==> src/rtl/vend_pkg.sv <==
// vend_pkg: coin constants and button indices shared by the input conditioner and the vending FSM
package vend_pkg;
  localparam int COIN_W = 6;
  localparam int BTN_5C = 0;
  localparam int BTN_10C = 1;
  localparam int BTN_25C = 2;
  localparam logic [COIN_W-1:0] COIN_5C = 6'd5;
  localparam logic [COIN_W-1:0] COIN_10C = 6'd10;
  localparam logic [COIN_W-1:0] COIN_25C = 6'd25;
  function automatic logic [COIN_W-1:0] coin_value_of(input logic [2:0] oh);
    return oh[BTN_5C] ? COIN_5C : oh[BTN_10C] ? COIN_10C : oh[BTN_25C] ? COIN_25C : '0;
  endfunction
endpackage

==> src/rtl/vend_debounce_ch.sv <==
// vend_debounce_ch: one input channel - 2-flop synchroniser, tick-paced debounce counter, level and rising-edge flag
module vend_debounce_ch #(
  parameter int DB_TICKS = 4
) (
  input  logic clk,
  input  logic clr,
  input  logic clk_en,
  input  logic raw,
  output logic lvl,
  output logic rise
);
  localparam int CW = DB_TICKS > 1 ? $clog2(DB_TICKS) : 1;
  logic s1, s2, flip;
  logic [CW-1:0] cnt;
  assign flip = clk_en && (s2 != lvl) && (cnt == CW'(DB_TICKS - 1));
  always_ff @(posedge clk)
    if (clr) {s1, s2, cnt, lvl, rise} <= '0;
    else begin
      s1 <= raw;
      s2 <= s1;
      lvl <= lvl ^ flip;
      rise <= flip & ~lvl;
      cnt <= (s2 == lvl || flip) ? '0 : cnt + CW'(clk_en);
    end
endmodule

==> src/rtl/vend_input_conditioner.sv <==
// vend_input_conditioner: debounces coin buttons and product switches into single-cycle events.
// Define COIN_QUEUE_EN to hold coin edges that lose arbitration and emit them on later cycles.
module vend_input_conditioner
  import vend_pkg::*;
#(
  parameter int DB_TICKS = 4,
  parameter int N_BTN = 3,
  parameter int N_SW = 4
) (
  input  logic              clk,
  input  logic              clr,
  input  logic              clk_en,
  input  logic [N_BTN-1:0]  btn,
  input  logic [N_SW-1:0]   sw,
  output logic [N_BTN-1:0]  coin_pulse,
  output logic [COIN_W-1:0] coin_value,
  output logic [N_SW-1:0]   sel_pulse,
  output logic [N_BTN-1:0]  btn_lvl,
  output logic [N_SW-1:0]   sw_lvl
);
  logic [N_BTN-1:0] btn_rise, cand, pick;
  logic [N_SW-1:0] sw_rise, sel;
  for (genvar i = 0; i < N_BTN; i++) begin : g_btn
    vend_debounce_ch #(.DB_TICKS(DB_TICKS)) u_ch (
      .clk(clk), .clr(clr), .clk_en(clk_en), .raw(btn[i]), .lvl(btn_lvl[i]), .rise(btn_rise[i])
    );
  end
  for (genvar i = 0; i < N_SW; i++) begin : g_sw
    vend_debounce_ch #(.DB_TICKS(DB_TICKS)) u_ch (
      .clk(clk), .clr(clr), .clk_en(clk_en), .raw(sw[i]), .lvl(sw_lvl[i]), .rise(sw_rise[i])
    );
  end
`ifdef COIN_QUEUE_EN
  logic [N_BTN-1:0] pend;
  assign cand = btn_rise | pend;
  always_ff @(posedge clk) pend <= clr ? '0 : cand & ~pick;
`else
  assign cand = btn_rise;
`endif
  // x & -x isolates the lowest set bit: fixed priority to the lowest index
  assign pick = cand & (~cand + N_BTN'(1));
  assign sel = sw_rise & (~sw_rise + N_SW'(1));
  always_ff @(posedge clk)
    if (clr) begin
      coin_pulse <= '0;
      coin_value <= '0;
      sel_pulse <= '0;
    end else begin
      coin_pulse <= pick;
      coin_value <= coin_value_of(3'(pick));
      sel_pulse <= sel;
    end
endmodule

==> config.mk <==
export PLATFORM = sky130hd
export DESIGN_NAME = vend_input_conditioner
export DESIGN_NICKNAME = d
export VERILOG_FILES = /design/src/rtl/vend_pkg.sv /design/src/rtl/vend_debounce_ch.sv /design/src/rtl/vend_input_conditioner.sv
export SDC_FILE = /design/constraint.sdc
export NUM_CORES = 1
export LEC_CHECK = 0
export CELL_PAD_IN_SITES_DETAIL_PLACEMENT = 1
export CELL_PAD_IN_SITES_GLOBAL_PLACEMENT = 1
export CORE_AREA = 4 4 71 73
export CTS_BUF_LIST = sky130_fd_sc_hd__clkbuf_4 sky130_fd_sc_hd__clkbuf_8
export DETAILED_ROUTE_END_ITERATION = 8
export DIE_AREA = 0 0 75 77
export PLACE_DENSITY = 0.88
export SLEW_MARGIN = 20
export SYNTH_ARGS = -nofsm -noshare
export SYNTH_HDL_FRONTEND = slang
export SYNTH_SLANG_ARGS = --single-unit
==> constraint.sdc <==
create_clock -name clk -period 2 [get_ports clk]
set_input_delay 0.2 -clock clk [delete_from_list [all_inputs] [get_ports clk]]
set_output_delay 0.2 -clock clk [all_outputs]
set_load 0.02 [all_outputs]
==> results.md, run 1 <==
Route
- 3590 um — wirelength, routed
- 14.4 um — average detailed-routed wire length per instance
- 1430 um — Met1 Routed Length
- 52 — 1st-iter DRT viols
- 4 — TritonRoute pass-1 iters
- 1960 um — met2 routed WL
- 148 um — met3 wire length
- 0 — Detail Route Antenna Nets
- met4 — highest metal layer with signal wires
- 4.87 — vias per cell
- 0 — count of unresolved DRC violations after routing
- 1213 — vias post-DR

Placement
- 2570 um — Detail Placement HPWL
- 28 — Port Buffer Count
- 0.766 — global placer's final weighted congestion
- 107 ps — worst slack at placement

STA
- 1600 ps — post-route minimum period
- 0 — final count of hold timing violations
- 0 ps — setup total negative slack
- 0 — Max Slew Vio Count
- 0.624 GHz — maximum clock frequency
- 80.1% — post-route clock period utilization
- false — setup repair after global routing missed its margin
- 9.84 ps — Clock Skew
- 0 — number of failing setup endpoints in the final timing report
- 397 ps — final setup slack of the worst path

Synth
- 51.7% — Synth top area share
- 18 — count of different cell masters after synthesis
- 0% — fraction of the mapped netlist area in compound gates
- 2050 um2 — Mapped Area
- sky130_fd_sc_hd__dfxtp_1 (52%), sky130_fd_sc_hd__nor2b_1 (9.2%), sky130_fd_sc_hd__ha_1 (8.5%) — largest cells by area after synthesis
- 11.9 um2 — Mapped Avg Cell Area
- sky130_fd_sc_hd__dfxtp_1 — cell taking the most area after synthesis
- 26.6% — area fraction in and, or, nand and nor cells after synthesis
- simple AND/OR/NAND/NOR gates — main combinational cell family by area after synthesis
- 197 — number of nets in the synthesized netlist
- 5.98% — post-synthesis xor/xnor area fraction
- 173 — gate count of the mapped netlist
- 53 — Yosys reg bits
- 0 — warning count from the yosys run
- 51.7% — fraction of the yosys area taken by sequential cells
- 8.54% — Synth Area in Adders
- 0% — mux contribution to synthesized area

GRT
- 21 — largest net degree at the start of global routing
- 14.1% — total routing usage reported by global routing
- 0 — initial antenna violation count
- 1346 — vias in the first global route
- 0 — GRT overflow
- 6220 um — first-pass GRT wire length

Clock tree
- 2 — number of buffers on the longest clock path
- 300 ps — clock latency of the later-clocked register in the worst-skew pair
- 0 — Setup Buffers After CTS
- sky130_fd_sc_hd__clkbuf_8 — root buffer selected by CTS
- 0 — Hold Buf Count CTS
- 5 — total clock buffers created by CTS
- 53 — Sink Count
- 0 — Post-CTS Resized
- done — CTS tree
- 2 — Clock H-tree levels
- 90 ps — clock-pin slew reported for the worst setup and hold paths after clock tree synthesis

Cells and area
- 0 — diode count
- 14.7% — fraction of final layout cells with drive strength greater than 1
- 220 — nets@finish
- 17.9% — Area Growth Syn to Fin

Min path
- primary input to flop — hold crit path type
- g_sw[1].u_ch.lvl — hold path endpoint
- 2 — cell depth of the worst hold path
- clr — Hold Startpoint

Die
- 77 um — height of the chip
- 75 um — die boundary width
- 47.1% — initial standard-cell utilization of the core
- 30 — number of placed I/O pins
- 4350 um2 — Core ar.
- 24 — number of placement rows
- 5780 um2 — Die Outline Area

Worst setup path
- flop — critical path endpoint category
- 770 ps — stage delay of the slowest cell on the critical path
- clkdlybuf4s50_1, and3_1, nor2b_1, ha_1, nor2_1 — critical path cell sequence
- primary input to flop — Crit Path Category
- clk_en — CP startpoint
- sky130_fd_sc_hd__clkdlybuf4s50_1 — library cell contributing the largest single delay on the critical path
- primary input — Critical Path Source Type
- buffers and inverters — top cell family by delay on the critical path
- 730 ps — r2r setup slk
- g_sw[3].u_ch.lvl — FF-to-FF Start
- 2240 ps — critical path required time
- 13 — biggest fanout along the worst timing path
- g_sw[3].u_ch.lvl — worst flop-to-flop path endpoint
- 4 — count of cells along the worst register-to-register path
- 1840 ps — Arr. time, crit path
- 1 — WP buf/inv

Pwr
- 1.90 mW — total power
- 0.876 nW — Pleak
- 786 nW/um2 — total power divided by cell area
- 0.000516 V — worst ir drop on vdd

Run
- 0 — reported max-cap violation count

Status
- finished, final reports clean — outcome

## cell families after synthesis
group / Yosys count
and+or+nand+nor: 69
other: 1
xor gates and xnor gates: 14
adders and majority gates: 14
DFF: 53
buffers and inverters: 22
## worst register-to-register path: cells and delay by family (launching register included)
family                   cells  cell delay, ps
AND/OR/NAND/NOR              2             210
XOR/XNOR                     1             340
adder cells (fa/ha/maj)      1             300
flip-flops                   1             350
## stage by stage
step / hold WS (ps) / util, % / cell area, um2 / std cells
3_3_place_gp: 418 / 52.8 / 2300 / 241
3_5_place_dp: 428 / 52.8 / 2300 / 241
2_1_floorplan: 328 / - / 2050 / 173
4_1_cts: 255 / 55.5 / 2420 / 249
5_1_grt: 264 / 55.5 / 2420 / 249
6_report: 258 / 55.5 / 2420 / 249
## registers in the layout, summed over array words and instances (netlist names), 4 cells and up
name and count:
sel_pulse 4, g_sw.u_ch.rise 4, g_sw.u_ch.s1 4, g_sw.u_ch.lvl 4, coin_value 4, g_sw.u_ch.s2 4, g_btn.u_ch.cnt 6, g_sw.u_ch.cnt 8
## metal layers
metal | track usage, % | vias to the layer above
li1 | - | 603
met1 | 16.2 | 584
met2 | 24.5 | 21
met3 | 4.31 | 5
met4 | 4.27 | 0
met5 | 0 | -
## worst max path at each step
stage / depth (start not counted) / slack (ps) / end
after global routing: 5 / 270 / g_btn[1].u_ch.lvl
final: 5 / 400 / g_sw[3].u_ch.lvl
after global placement: 5 / 160 / g_sw[2].u_ch.lvl
after floorplan: 4 / 910 / g_sw[0].u_ch.lvl
after CTS: 5 / 360 / g_sw[3].u_ch.lvl
after detailed placement: 5 / 110 / g_sw[3].u_ch.lvl
## power by group
part	total (mW)	switching [mW]	internal, mW
clock network	0.746	0.339	0.407
logic	0.0779	0.0399	0.0380
registers	1.08	0.00548	1.07
total	1.90	0.384	1.52
## Yosys cell counts (all sizes together)
cell type,number
dfxtp,53
inv,7
nor4,8
conb,1
nor2b,30
nor4b,10
nor2,8
ha,14
nor3,1
or2,1
buf,15
nand2b,1
nor3b,3
xnor2,14
and3,7
## final cells by class
type / count / area (um2)
clock buffers: 6 / 82.6
clock inverters: 2 / 37.5
fillers: 471 / 1940
inverters: 7 / 26.3
multi-input cells: 98 / 847
flip-flops and latches: 53 / 1060
well taps: 52 / 65.1
repair buffers: 31 / 298
## cells in the final DEF, fill, tap and decap left out
master / netlist / layout
sky130_fd_sc_hd__nor4_2: 7 / 7
sky130_fd_sc_hd__nor3_1: 1 / 1
sky130_fd_sc_hd__inv_1: 7 / 7
sky130_fd_sc_hd__nor2b_1: 30 / 30
sky130_fd_sc_hd__clkdlybuf4s50_1: 0 / 27
sky130_fd_sc_hd__nor2_1: 8 / 8
sky130_fd_sc_hd__clkinvlp_4: 0 / 1
sky130_fd_sc_hd__dfxtp_1: 53 / 53
sky130_fd_sc_hd__nor3b_1: 3 / 3
sky130_fd_sc_hd__bufinv_16: 0 / 1
sky130_fd_sc_hd__ha_1: 14 / 14
sky130_fd_sc_hd__and3_1: 7 / 7
sky130_fd_sc_hd__conb_1: 1 / 1
sky130_fd_sc_hd__nor4_1: 1 / 1
sky130_fd_sc_hd__nand2b_1: 1 / 1
sky130_fd_sc_hd__clkbuf_8: 0 / 6
sky130_fd_sc_hd__nor4b_2: 10 / 10
sky130_fd_sc_hd__or2_1: 1 / 1
sky130_fd_sc_hd__xnor2_1: 14 / 14
sky130_fd_sc_hd__buf_2: 3 / 1
sky130_fd_sc_hd__buf_4: 9 / 3
Note: power is estimated with default switching activity, not from simulation.
==> run 2, diff against run 1 <==
--- a/config.mk
+++ b/config.mk
@@ -7,11 +7,11 @@
 export LEC_CHECK = 0
 export CELL_PAD_IN_SITES_DETAIL_PLACEMENT = 1
 export CELL_PAD_IN_SITES_GLOBAL_PLACEMENT = 1
-export CORE_AREA = 4 4 71 73
+export CORE_AREA = 4 4 74 76
 export CTS_BUF_LIST = sky130_fd_sc_hd__clkbuf_4 sky130_fd_sc_hd__clkbuf_8
 export DETAILED_ROUTE_END_ITERATION = 8
-export DIE_AREA = 0 0 75 77
-export PLACE_DENSITY = 0.88
+export DIE_AREA = 0 0 78 80
+export PLACE_DENSITY = 0.82
 export SLEW_MARGIN = 20
 export SYNTH_ARGS = -nofsm -noshare
 export SYNTH_HDL_FRONTEND = slang
==> constraint.sdc (replaced) <==
create_clock -name clk -period 1.6 [get_ports clk]
set_input_delay 0.16 -clock clk [delete_from_list [all_inputs] [get_ports clk]]
set_output_delay 0.16 -clock clk [all_outputs]
set_load 0.02 [all_outputs]
==> run 2 against run 1 <==
  * Clock-buffer cell count stayed put
  * Sequential cell count unchanged
  * Global-route usage fell by 1.4 points
  * Non-clock buffer count increased by 3
  * First-iteration DRC count fell by 13%
  * Die area increased by 8.1%
  * Utilization fell by 3.7 points
  * Sequential power increased by 24%
  * Sequential share of layout area shrank 0.54 points
  * Clock power rose by 3.2%
  * Wire length decreased by 2.7%
  * Cell area up 1.2%
  * Critical path type is now flop to output pin
  * Critical endpoint is now btn_lvl[0]
==> results.md, run 2 (synthesis results as in run 1) <==
Clock tree
- 0 — Post-CTS Resized, unchanged
- 53 — Sink Count, unchanged
- 0 — Setup Buffers After CTS, unchanged
- 2 — number of buffers on the longest clock path, unchanged
- sky130_fd_sc_hd__clkbuf_8 — root buffer selected by CTS
- 90 ps — clock-pin slew reported for the worst setup and hold paths after clock tree synthesis, about the same
- 300 ps — clock latency of the later-clocked register in the worst-skew pair, about the same
- 0 — Hold Buf Count CTS, unchanged
- 5 — total clock buffers created by CTS, unchanged
- done — CTS tree
- 2 — Clock H-tree levels, unchanged

Worst setup path
- 1440 ps — critical path required time, -800 ps
- 3 — biggest fanout along the worst timing path, -10
- flop to output pin — Crit Path Category
- 1 — count of cell instances traversed by the critical path, -4
- sky130_fd_sc_hd__clkdlybuf4s50_1 — library cell contributing the largest single delay on the critical path
- g_sw[1].u_ch.lvl — worst flop-to-flop path endpoint
- 1320 ps — Arr. time, crit path, -520 ps
- clkdlybuf4s50_1 — critical path cell sequence
- 630 ps — stage delay of the slowest cell on the critical path, -140 ps
- 4 — count of cells along the worst register-to-register path, unchanged
- output pin — critical path endpoint category
- flop — Critical Path Source Type
- g_sw[1].u_ch.lvl — FF-to-FF Start
- 1 — WP buf/inv, unchanged
- btn_lvl[0] — endpoint of the worst setup timing path
- g_btn[0].u_ch.lvl — CP startpoint
- buffers and inverters — top cell family by delay on the critical path
- 350 ps — r2r setup slk, -380 ps

STA
- 0.674 GHz — maximum clock frequency
- false — setup repair after global routing missed its margin
- 0 — number of failing setup endpoints in the final timing report, unchanged
- 8.77 ps — Clock Skew, -1.07 ps
- 0 — Max Slew Vio Count, unchanged
- 338 ps — final hold slack, +80.4 ps
- 92.7% — post-route clock period utilization
- 0 — final count of hold timing violations, unchanged
- 1480 ps — post-route minimum period

Route
- 1222 — vias post-DR, +0.74%
- 3 — TritonRoute pass-1 iters, -1
- 3490 um — wirelength, routed, -2.7%
- 45 — 1st-iter DRT viols, -13%
- 0 — Detail Route Antenna Nets, unchanged
- 0 — count of unresolved DRC violations after routing, unchanged
- 13.1 um — average detailed-routed wire length per instance, -9.2%
- 4.58 — vias per cell, -6.0%

Cells and area
- 51.8% — fraction of the core area covered by cells at the end of the flow, -3.7 points
- 267 — number of standard cells in the layout, taps in and fillers out, +7.2%
- g_sw.u_ch.cnt: 8 flops, g_btn.u_ch.cnt: 6 flops — largest registers ranked by flip-flop count
- sky130_fd_sc_hd__dfxtp_1 — most common cell after layout, fill and taps aside
- 8 — Largest register FFs, unchanged
- 16.0% — fraction of final layout cells with drive strength greater than 1, +1.3 points
- sky130_fd_sc_hd__dfxtp_1 (53), sky130_fd_sc_hd__nor2b_1 (30), sky130_fd_sc_hd__clkdlybuf4s50_1 (27) — commonest cells after routing, fill and taps aside
- 19.3% — Area Growth Syn to Fin
- 223 — nets@finish, +1.4%
- 0 — diode count, unchanged
- g_sw.u_ch.cnt — Top reg by flops

Pwr
- 2.22 mW — total power, +17%
- 0.000457 V — worst ir drop on vdd, -11%
- 905 nW/um2 — total power divided by cell area, +15%
- 0.891 nW — Pleak, +1.7%

GRT
- 29 — largest net degree at the start of global routing, +38%
- 0 — initial antenna violation count, unchanged
- 6170 um — first-pass GRT wire length, -0.88%
- 1348 — vias in the first global route, +0.15%
- 12.7% — total routing usage reported by global routing, -1.4 points
- 0 — GRT overflow, unchanged

Die
- 25 — number of placement rows, +4.2%
- 4720 um2 — Core ar., +8.5%
- 78 um — die boundary width, +4.0%
- 30 — number of placed I/O pins, unchanged
- 80 um — height of the chip, +3.9%
- 43.4% — initial standard-cell utilization of the core, -3.7 points
- 6240 um2 — Die Outline Area, +8.1%

Placement
- 2580 um — Detail Placement HPWL, +0.41%
- 0.712 — global placer's final weighted congestion, -7.1%
- 259 — placed cells, +7.5%
- 28 — Port Buffer Count, unchanged

Min path
- primary input to flop — hold crit path type

Run
- 0 — reported max-cap violation count, unchanged

Status
- finished, final reports clean — outcome

[run 2: cell count changes in the layout (fill, tap and decap cells not counted), sizes merged]
cell and delta:
buf +3, clkinv +2, bufinv -1, clkinvlp -1
[run 2: how the worst min path moves through the flow]
stage	from	end	slack, ps	cells past startpoint
floorplan	btn[0]	g_btn[0].u_ch.s1	290	1
global placement	g_sw[2].u_ch.s1	g_sw[2].u_ch.s2	420	1
detailed placement	g_btn[1].u_ch.s1	g_btn[1].u_ch.s2	420	1
CTS	clr	g_btn[2].u_ch.lvl	330	3
global route	clr	g_btn[2].u_ch.s2	360	3
finish	clr	g_btn[2].u_ch.lvl	340	3
[run 2: per-stage QoR]
step	TNS [ps]	worst slack (ps)	instance area [um2]
5_1_grt	0	41.1	2450
2_1_floorplan	0	509	2050
6_report	0	116	2450
3_3_place_gp	0	48.1	2350
3_5_place_dp	-71.9	-41.2	2350
4_1_cts	0	90.5	2450
[run 2: cell type report]
cell class | instances | area [um2]
well taps | 67 | 83.8
multi-input cells | 98 | 847
flip-flops and latches | 53 | 1060
fillers | 501 | 2280
clock buffers | 6 | 82.6
repair buffers | 34 | 333
inverters | 7 | 26.3
clock inverters | 2 | 13.8
[run 2: report_power, final]
group          leakage [nW]  internal, mW  total [mW]  switching, mW
clock                0.0512         0.351       0.770          0.419
sequential            0.430          1.34        1.34        0.00651
combinational         0.410        0.0507       0.101         0.0502
total                 0.891          1.74        2.22          0.476
[run 2: routing by layer]
layer  part of all wire [%]  wire length, um  up-vias  global-route usage (%)
li1                       -                -      609                       -
met1                     42             1470      586                    13.6
met2                     52             1820       20                    23.0
met3                    3.9              135        7                    3.50
met4                    2.0               70        0                    6.12
met5                      0                0        -                       0
